===== src/rtl/branch_cond_unit.sv =====
// Branch condition/target unit: resolves B/BR in decode, waits on pending flags.
// Optional saturating branch counters enabled with BRANCH_STATS_EN.
module branch_cond_unit (
  input  logic        clk,
  input  logic        rst_n,
  input  logic        br_valid,
  input  logic        br_type,
  input  logic [2:0]  ccc,
  input  logic [8:0]  imm9,
  input  logic [15:0] pc_plus2,
  input  logic [15:0] rs_val,
  input  logic        N_flag,
  input  logic        Z_flag,
  input  logic        V_flag,
  input  logic        flag_wr_pending,
  output logic        stall,
  output logic        redirect,
  output logic [15:0] redirect_pc,
  output logic        flush
`ifdef BRANCH_STATS_EN
  ,
  output logic [15:0] br_total_cnt,
  output logic [15:0] br_taken_cnt
`endif
);

  typedef struct packed {
    logic        br_type;
    logic [2:0]  ccc;
    logic [8:0]  imm9;
    logic [15:0] pc_plus2;
    logic [15:0] rs_val;
  } br_ops_t;

  typedef enum logic [1:0] {
    IDLE,
    WAIT,
    REDIR
  } state_t;

  state_t      state_q;
  state_t      state_d;
  br_ops_t     cap_q;
  br_ops_t     in_ops;
  br_ops_t     ops;
  logic        cap_en;
  logic        eval;
  logic        taken;
  logic        stall_c;
  logic [15:0] b_off;
  logic [15:0] target;
  logic [15:0] tgt_q;

  function automatic logic cond_met(
    input logic [2:0] c,
    input logic       n,
    input logic       z,
    input logic       v
  );
    logic r;
    r = 1'b0;
    unique case (c)
      3'b000: r = ~z;
      3'b001: r = z;
      3'b010: r = ~z & ~n;
      3'b011: r = n;
      3'b100: r = z | ~n;
      3'b101: r = n | z;
      3'b110: r = v;
      3'b111: r = 1'b1;
    endcase
    return r;
  endfunction

  assign in_ops = '{
    br_type:  br_type,
    ccc:      ccc,
    imm9:     imm9,
    pc_plus2: pc_plus2,
    rs_val:   rs_val
  };

  // IDLE resolves the live decode operands; WAIT resolves the captured ones.
  always_comb begin
    state_d = state_q;
    cap_en  = 1'b0;
    eval    = 1'b0;
    stall_c = 1'b0;
    ops     = cap_q;
    unique case (state_q)
      IDLE: begin
        ops = in_ops;
        if (br_valid) begin
          if (flag_wr_pending) begin
            cap_en  = 1'b1;
            stall_c = 1'b1;
            state_d = WAIT;
          end else begin
            eval = 1'b1;
          end
        end
      end
      WAIT: begin
        if (flag_wr_pending) begin
          stall_c = 1'b1;
        end else begin
          eval    = 1'b1;
          state_d = IDLE;
        end
      end
      REDIR: begin
        state_d = IDLE;
      end
      default: begin
        state_d = IDLE;
      end
    endcase
    taken = eval & cond_met(ops.ccc, N_flag, Z_flag, V_flag);
    if (taken) begin
      state_d = REDIR;
    end
  end

  assign b_off  = {{6{ops.imm9[8]}}, ops.imm9, 1'b0};
  assign target = ops.br_type ? ops.rs_val
                              : ops.pc_plus2 + b_off;

  always_ff @(posedge clk or negedge rst_n) begin
    if (!rst_n) begin
      state_q <= IDLE;
    end else begin
      state_q <= state_d;
    end
  end

  always_ff @(posedge clk or negedge rst_n) begin
    if (!rst_n) begin
      cap_q <= '0;
    end else if (cap_en) begin
      cap_q <= in_ops;
    end
  end

  always_ff @(posedge clk or negedge rst_n) begin
    if (!rst_n) begin
      tgt_q <= '0;
    end else if (taken) begin
      tgt_q <= target;
    end
  end

  // Gated so stall drops the moment reset asserts, even with br_valid high.
  assign stall       = stall_c & rst_n;
  assign redirect    = (state_q == REDIR);
  assign flush       = (state_q == REDIR);
  assign redirect_pc = tgt_q;

`ifdef BRANCH_STATS_EN
  logic [15:0] total_q;
  logic [15:0] taken_q;

  always_ff @(posedge clk or negedge rst_n) begin
    if (!rst_n) begin
      total_q <= '0;
      taken_q <= '0;
    end else begin
      if (eval && total_q != 16'hFFFF) begin
        total_q <= total_q + 16'd1;
      end
      if (taken && taken_q != 16'hFFFF) begin
        taken_q <= taken_q + 16'd1;
      end
    end
  end

  assign br_total_cnt = total_q;
  assign br_taken_cnt = taken_q;
`endif

endmodule


===== config.mk =====
export PLATFORM = sky130hd
export DESIGN_NAME = branch_cond_unit
export DESIGN_NICKNAME = d
export VERILOG_FILES = /design/src/rtl/branch_cond_unit.sv
export SDC_FILE = /design/constraint.sdc
export NUM_CORES = 1
export LEC_CHECK = 0
export ABC_AREA = 1
export CAP_MARGIN = 25
export CORE_ASPECT_RATIO = 1.25
export CORE_UTILIZATION = 44
export DETAILED_ROUTE_END_ITERATION = 7
export PLACE_DENSITY = 0.68
export SYNTH_ARGS = -nofsm -noshare
export SYNTH_HDL_FRONTEND = slang
export SYNTH_SLANG_ARGS = --single-unit

===== constraint.sdc =====
create_clock -name clk -period 2.9 [get_ports clk]
set_clock_uncertainty 0.05 [all_clocks]
set_input_delay 0.435 -clock clk [delete_from_list [all_inputs] [get_ports clk]]
set_output_delay 0.435 -clock clk [all_outputs]
set_load 0.01 [all_outputs]

Yosys cells after proc, flatten, opt, wreduce, memory -nomap -nowiden
Cells that the tools add are included.
- register bits after elaboration: 63
- output and inout bits: 19
- add/subtract/negate cells: 1
- eq/ne operators: 12
- bitwise logic cells: 7
- reduce and logical (&&, ||, !) cells: 3
- muxes and demuxes: 15
- operators by type and width (operator ; number):
    $mux 45 ; 1
    $add 16x16->16 ; 1
    $mux 16 ; 1
    $eq 3x3->1 const B ; 4
    $ne 3x3->1 const B ; 3
    $mux 2 ; 4
    $pmux 1 s8 ; 1
    $eq 3x2->1 const B ; 2
    $mux 1 ; 5
    $pmux 1 s2 ; 2
    $pmux 2 s2 ; 1
    $and 1x1->1 ; 3
    $eq 3x1->1 const B ; 1
    $logic_not 3->1 ; 1
    $reduce_and 3->1 ; 1
    $eq 2x1->1 const B ; 1
    $eq 2x2->1 const B ; 1
    $logic_not 2->1 ; 1
    $not 1->1 ; 2
    $or 1x1->1 ; 2

Depth between registers and ports, before layout
Gate-level depths: netlist of the first run.
- depth in word-level cells: 7
- mapped depth: 20
- depth with buffers taken out: 17

Worst setup path after synthesis of the first run
No wires, ideal clock.
- kind: register to register
- from: reg state_q[1]
- to: reg tgt_q[13] (netlist: redirect_pc[13])
- cell stages (with the launch flop): 20
- slack: 241 ps
- required time: 2734 ps
- data arrival time: 2492 ps
- library setup time: 116 ps
- path through: dfrtp_1 inv_1 nand2_1 buf_2 buf_2 clkbuf_1 o21ai_0 ha_1 inv_1 fa_1 inv_1 nand3_1 nand3_1 nand3_1 nand3_1 nand2_1 nand3_1 nand2_1 nand2_1 nand2_1
- word-level cells in the longest chain between the ends: 5
- RTL lines (what ; RTL line ; text):
    from (decl) ; 41 ; state_t state_q;
    from (signal assigned) ; 132 ; state_q <= state_d;
    branches (longest 5 deep; another with $add 16x16->16) ; - ;
    to (signal assigned) ; 148 ; tgt_q <= target;
    to (decl) ; 52 ; logic [15:0] tgt_q;
Parallel ways; which one is timed is not known.
A chain may end at the register's enable or synchronous reset.

Worst setup path in the final report of the first run
- from: reg state_q[0]
- to: out stall
- word-level cells in the longest chain between the ends: 3
- RTL lines (what ; RTL line ; text):
    $eq 2x1->1 or $logic_not 2->1 (tied branches) ; 90 ; unique case (state_q)
    $pmux 1 s2 * ; 90 ;
    $and 1x1->1 * ; 153 ; assign stall = stall_c & rst_n;
    to (decl) ; 16 ; output logic stall,
Every way passes the cells marked *; elsewhere a longest branch is shown, timed or not.

==> results of run 1 <==
[per-stage QoR]
| stage | util (%) | setup slack, ns |
|---|---|---|
| after floorplan | - | 0.2413 |
| after global placement | 53.63 | 0.1732 |
| after detailed placement | 53.63 | 0.1243 |
| after CTS | 56.77 | 0.2193 |
| after global routing | 56.81 | 0.003097 |
| final | 56.81 | 0.2480 |
[placed cells by master (no fill, tap or decap), types with 3 or more instances in the layout]
master / n
a21oi_1: 12
buf_4: 5
clkbuf_16: 9
clkdlybuf4s50_1: 69
dfrtp_1: 63
ha_1: 14
inv_1: 91
mux2i_1: 4
nand2_1: 214
nand2_2: 9
nand3_1: 31
nand3_2: 4
nand4_1: 4
nor2_1: 19
o211ai_1: 3
o21ai_0: 77
o21ai_1: 4
o21ai_2: 7
[cell type report]
type,count,area (um2)
fillers,925,3941
multi-input cells,419,2073
flip-flops and latches,63,1577
repair buffers,76,744.5
inverters,93,349.1
clock buffers,12,256.5
well taps,123,153.9
clock inverters,1,30.03
[registers in the layout (all words and copies together) (netlist names)]
signal       cells
state_q          2
cap_q           45
redirect_pc     16
[repair_timing]
action                                  4_1_cts  5_1_grt
hold buffers                                  0        0
resized for setup                             0        1
endpoints found under the setup margin        0        2
[routing by layer]
metal	vias to the layer above	global-route usage, %	routed length [um]
met5	-	0	0
met4	0	9.447	171
met3	12	2.755	291
li1	1997	-	-
met2	70	35.55	4723
met1	1700	27.36	4344
[where the power goes]
group	leakage (nW)	internal [mW]	switching, mW
logic	1.78	1.25	1.93
registers	0.779	1.28	0.211
clock network	0.141	0.696	0.356
total	2.70	3.23	2.50
[worst max-delay path, cell delays in order, from the launching register on]
cell and delay [ns]:
dfrtp_1 0.43, nor2_2 0.35, buf_4 0.28, nand3_2 0.09
a21boi_1 0.13, clkdlybuf4s50_1 0.55
[cells by family (layout without fill, tap and decap cells)]
logic type | Yosys count | in the layout | share of synthesized area (%)
AND/OR/NAND/NOR | 290 | 290 | 29.46
XOR/XNOR | 3 | 3 | 0.6359
flip-flops | 63 | 63 | 38.15
buffers and inverters | 117 | 182 | 11.75
multiplexers | 5 | 5 | 1.241
AO/OA/AOI/OAI | 106 | 106 | 14.05
adder cells (fa/ha/maj) | 15 | 15 | 4.723
[path summary, 6_finish.rpt]
check / start / to / cells past startpoint
worst max-delay path: state_q[0] / stall / 5
worst max register to register: state_q[1] / redirect_pc[11] / 16
max in group asynchronous: rst_n / cap_q[13] / 2
min in group clk: redirect_pc[7] / redirect_pc[7] / 2
worst min register to register: redirect_pc[7] / redirect_pc[7] / 2
worst min-delay path: rst_n / cap_q[7] / 2
==> run_results.csv, run 1 <==
group,metric,value,unit
global_routing,grt_pass1_vias,3356,
synth,yosys.area.top_type,"dfrtp_1",
timing,finalSetupTns,0,ns
clocking,cts_buffers,9,
worst_hold_path,min_path_type,"in2async",
synth,synth_edf_count,0,
placement,dp_cells,774,
drt,wl_per_cell,12.11,um
floorplanning,fp.dieH,110.4,um
timing,max_freq,377.1,MHz
clocking,htree_levels,3,
final_layout,final_nets,729,
drt,via_per_inst,4.802,
critical_path,start_kind,"register",
power,power,5.726,mW
power,powerDensity,1105,nW/um2
synth,synth_fp_nets,666,
final_layout,layout.cells.non_filler,787,
synth,synth_top_cells_by_count,"nand2_1, inv_1, o21ai_0",
timing,slew_viol_final,0,
timing,hold_ws,0.3040,ns
timing,final-setup-viol-count,0,
floorplanning,ios,71,
clocking,cts_buffer_depth,2,
placement,place.gp.congestion,0.8308,
clocking,cts_root_buf,"clkbuf_16",
floorplanning,die_x,88.69,um
global_routing,grt_pass1_wl,15.70,mm
timing,worstMarginPinSlew,0.8067,ns
critical_path,endpoint_kind,"primary output",
synth,seq_area_frac_synth,38.15,%
clocking,postCtsSetupRepairBufs,0,
synth,yosysWarnings,0,
synth,async_flop_share,100.0,%
placement,place_hpwl,7.021,mm
final_layout,diodes,0,
run_status,outcome,"finished clean",
floorplanning,die-area,9787,um2
clocking,cts_tree,"yes",
synth,ys_ff_latch,63,
drt,first_iter_violations,169,
synth,ys.flop_type,"dfrtp_1",
synth,netlist_area,4133,um2
critical_path,crit_required,2.41,ns
timing,slew_headroom,46.22,%
floorplanning,start_util,45.29,%
critical_path,critPathKind,"reg2out",
final_layout,drive_gt1_share,7.380,%
synth,ys_top_cells_by_area,"dfrtp_1, nand2_1, o21ai_0",
critical_path,path_max_fanout,11,
drt,routed_wl,9.530,mm
drt,num_vias,3779,
timing,finalCriticalPeriod,2.652,ns
global_routing,grt_overflow,0,
synth,synth_cells,599,
drt,ant_nets,0,
power,power_leakage,2.704,nW
floorplanning,std_cell_rows,39,
placement,portBuffers,70,
synth,yosysMostFrequentCell,"nand2_1",
timing,finalHoldViolations,0,
synth,synth_cell_types,34,
critical_path,worstPathArrival,2.17,ns
final_layout,finalInstanceArea,5184,um2
drt,drc,0,
critical_path,ff2ff_setup_slack,0.29,ns
global_routing,gr-usage-all-layers,21.27,%
power,ir_drop,421.0,uV
timing,final.period_utilization,91.45,%
clocking,cts.reportedPaths.clkPinSlew,0.05,ns
synth,synth_top_cell_area_share,38.15,%
clocking,clock_latency,0.33,ns
placement,placed_area,4893,um2
global_routing,antenna_found_initial,0,
drt,firstDrtPassIters,4,
final_layout,area_growth,25.43,%
floorplanning,core_area,9125,um2
clocking,clock-sinks,63,
synth,syn_avg_cell_area,6.899,um2
job,maxCapViolations,0,
timing,rsz0062_at_grt,"no",
global_routing,grt_max_degree,91,
Power figures use the tool's default switching activity.
==> inputs of run 2 (changes only) <==
--- a/config.mk
+++ b/config.mk
@@ -7,7 +7,7 @@
 export LEC_CHECK = 0
 export ABC_AREA = 1
 export CAP_MARGIN = 25
-export CORE_ASPECT_RATIO = 1.25
+export CORE_ASPECT_RATIO = 0.6
 export CORE_UTILIZATION = 44
 export DETAILED_ROUTE_END_ITERATION = 7
 export PLACE_DENSITY = 0.68
==> run 2 against run 1 <==
Against the previous run: via count grew 3.0%; clock-buffer cell count shrank 2; first-iteration DRC count grew 66%; clock power grew 21%; combinational power grew 3%; power grew 6.0%; critical path depth grew 10; sequential power is essentially flat; global-route usage grew 1.9 points; register-to-register slack lost 0.02 ns; design area grew 1.5%; final cell count grew 0.64%; critical path type is now reg2reg; largest cell class unchanged.
==> run_results.csv, run 2 (same netlist as run 1, synthesis figures left out) <==
group,metric,value,unit
run_status,outcome,"finished clean",
drt,ant_nets,0,
final_layout,registers.top_by_ff_count,"cap_q",
final_layout,finalInstanceArea,5263,um2
final_layout,diodes,0,
clocking,clock-sinks,63,
drt,wl_per_cell,13.33,um
clocking,cts_buffer_depth,2,
final_layout,area_growth,27.34,%
power,pwr-share-seq,24.7,%
final_layout,final_common_cell,"nand2_1",
timing,fin_ws,0.2672,ns
timing,finalHoldViolations,0,
power,ir_drop,458.4,uV
timing,max_freq,379.8,MHz
power,netSwitchingFraction,43.81,%
placement,place_hpwl,7.692,mm
floorplanning,start_util,46.88,%
clocking,cts_tree,"yes",
critical_path,endpoint_kind,"register",
critical_path,start_kind,"register",
clocking,cts_buffers,9,
critical_path,critPathKind,"reg2reg",
timing,rsz0062_at_grt,"no",
final_layout,largest_reg_flops,45,
global_routing,grt_overflow,0,
timing,final.period_utilization,90.79,%
worst_hold_path,min_path_type,"in2async",
power,power.switching,2.658,mW
clocking,postCtsSetupRepairBufs,0,
critical_path,path_max_fanout,34,
drt,via_per_inst,4.913,
global_routing,antenna_found_initial,0,
global_routing,grt_max_degree,91,
drt,first_iter_violations,280,
power,power_frac_comb,54.4,%
power,power_leakage,2.734,nW
power,clkPwrFrac,20.9,%
clocking,htree_levels,3,
placement,portBuffers,70,
critical_path,crit_required,3.08,ns
timing,worstMarginPinSlew,0.8300,ns
drt,num_vias,3891,
global_routing,grt_pass1_vias,3560,
floorplanning,die-area,9797,um2
timing,finalCriticalPeriod,2.633,ns
timing,slew_viol_final,0,
timing,finalSetupTns,0,ns
critical_path,worstPathArrival,2.81,ns
clocking,cts.reportedPaths.clkPinSlew,0.06,ns
job,maxCapViolations,0,
placement,pre_cts_ws,0.01278,ns
critical_path,cpMostUsedCell,"nand2_1",
floorplanning,std_cell_rows,26,
final_layout,layout_common_cells,"nand2_1, inv_1, o21ai_0",
placement,placed_area,4902,um2
placement,place.gp.congestion,0.8874,
critical_path,max_stage_delay,0.42,ns
drt,firstDrtPassIters,5,
drt,routed_wl,10.56,mm
floorplanning,core_area,8816,um2
final_layout,final_nets,728,
global_routing,grt_pass1_wl,17.51,mm
power,internal-power,3.409,mW
timing,final-setup-viol-count,0,
global_routing,gr-usage-all-layers,23.16,%
power,powerDensity,1153,nW/um2
critical_path,crit_slowest_cell,"dfrtp_1",
floorplanning,ios,71,
drt,drc,0,
floorplanning,fp.dieH,77.07,um
critical_path,path_cells,"inv_1, nand2_4, buf_12, nand2_1, o21ai_0, ha_1, nand2_1, nor2_1, nand2_1, nand3_1, or2_2, nand3_1, nand2_1, nand2_1, nand2_1",
final_layout,drive_gt1_share,7.958,%
clocking,clock_latency,0.34,ns
floorplanning,die_x,127.1,um
timing,slew_headroom,44.67,%
clocking,cts_root_buf,"clkbuf_16",
[run 2: area by class of cell]
class / count / area (um2)
inverters: 93 / 349.1
fillers: 818 / 3553
flip-flops and latches: 63 / 1577
repair buffers: 75 / 745.7
clock buffers: 10 / 239.0
clock inverters: 6 / 107.6
well taps: 126 / 157.7
multi-input cells: 419 / 2087
[run 2: repair_timing]
item | in CTS | in global routing
setup endpoints to repair | 0 | 3
resized for setup | 0 | 7
hold buffers | 0 | 0
[run 2: through the flow]
step / utilization (%) / hold slack, ns / cells / total power [mW]
after CTS: 59.54 / 0.2983 / 792 / 6.069
after global placement: 55.61 / 0.4144 / 776 / 4.687
after detailed placement: 55.61 / 0.4180 / 776 / 4.776
after global routing: 59.69 / 0.3483 / 792 / 6.641
after floorplan: - / 0.08941 / 599 / 3.819
final: 59.69 / 0.2582 / 792 / 6.068
[run 2: metal layers]
metal	GRT usage, %	wire, um	vias up	share of wire, %
li1	-	-	1997	-
met1	34.17	5524	1768	52
met4	6.429	116	0	1.1
met3	6.769	684	12	6.5
met5	0	0	-	0
met2	32.47	4230	114	40
[run 2: power by group through the flow]
stage	registers (mW)	logic, mW	clock network, mW
global placement	1.48	3.20	0
global route	1.55	3.77	1.32
CTS	1.50	3.29	1.28
finish	1.50	3.30	1.27
floorplan	1.50	2.32	0
detailed placement	1.50	3.27	0
[run 2: final timing paths]
| kind | start | endpoint | slack, ns | depth (start not counted) |
|---|---|---|---|---|
| setup / recovery | state_q[1] | redirect_pc[6] | 0.27 | 15 |
| hold / removal | rst_n | cap_q[1] | 0.26 | 2 |
| setup reg to reg | state_q[1] | redirect_pc[6] | 0.27 | 15 |
| hold reg to reg | redirect_pc[12] | redirect_pc[12] | 0.43 | 2 |
| max in group asynchronous | rst_n | cap_q[15] | 2.00 | 2 |
| min in group clk | redirect_pc[12] | redirect_pc[12] | 0.43 | 2 |
[run 2: critical path: cells and delay by family (launching register included)]
family                   cells  cell delay, ns
buffers and inverters        2            0.34
AND/OR/NAND/NOR             11            1.21
AO/OA/AOI/OAI                1            0.09
flip-flops                   1            0.42
adder cells (fa/ha/maj)      1            0.39
==> inputs of run 3 (changes only) <==
--- a/config.mk
+++ b/config.mk
@@ -8,6 +8,7 @@
 export ABC_AREA = 1
 export CAP_MARGIN = 25
 export CORE_ASPECT_RATIO = 0.6
+export CORE_MARGIN = 1
 export CORE_UTILIZATION = 44
 export DETAILED_ROUTE_END_ITERATION = 7
 export PLACE_DENSITY = 0.68
==> results of run 3 <==
The final DEF is identical to that of run 2; final timing and power are the same.
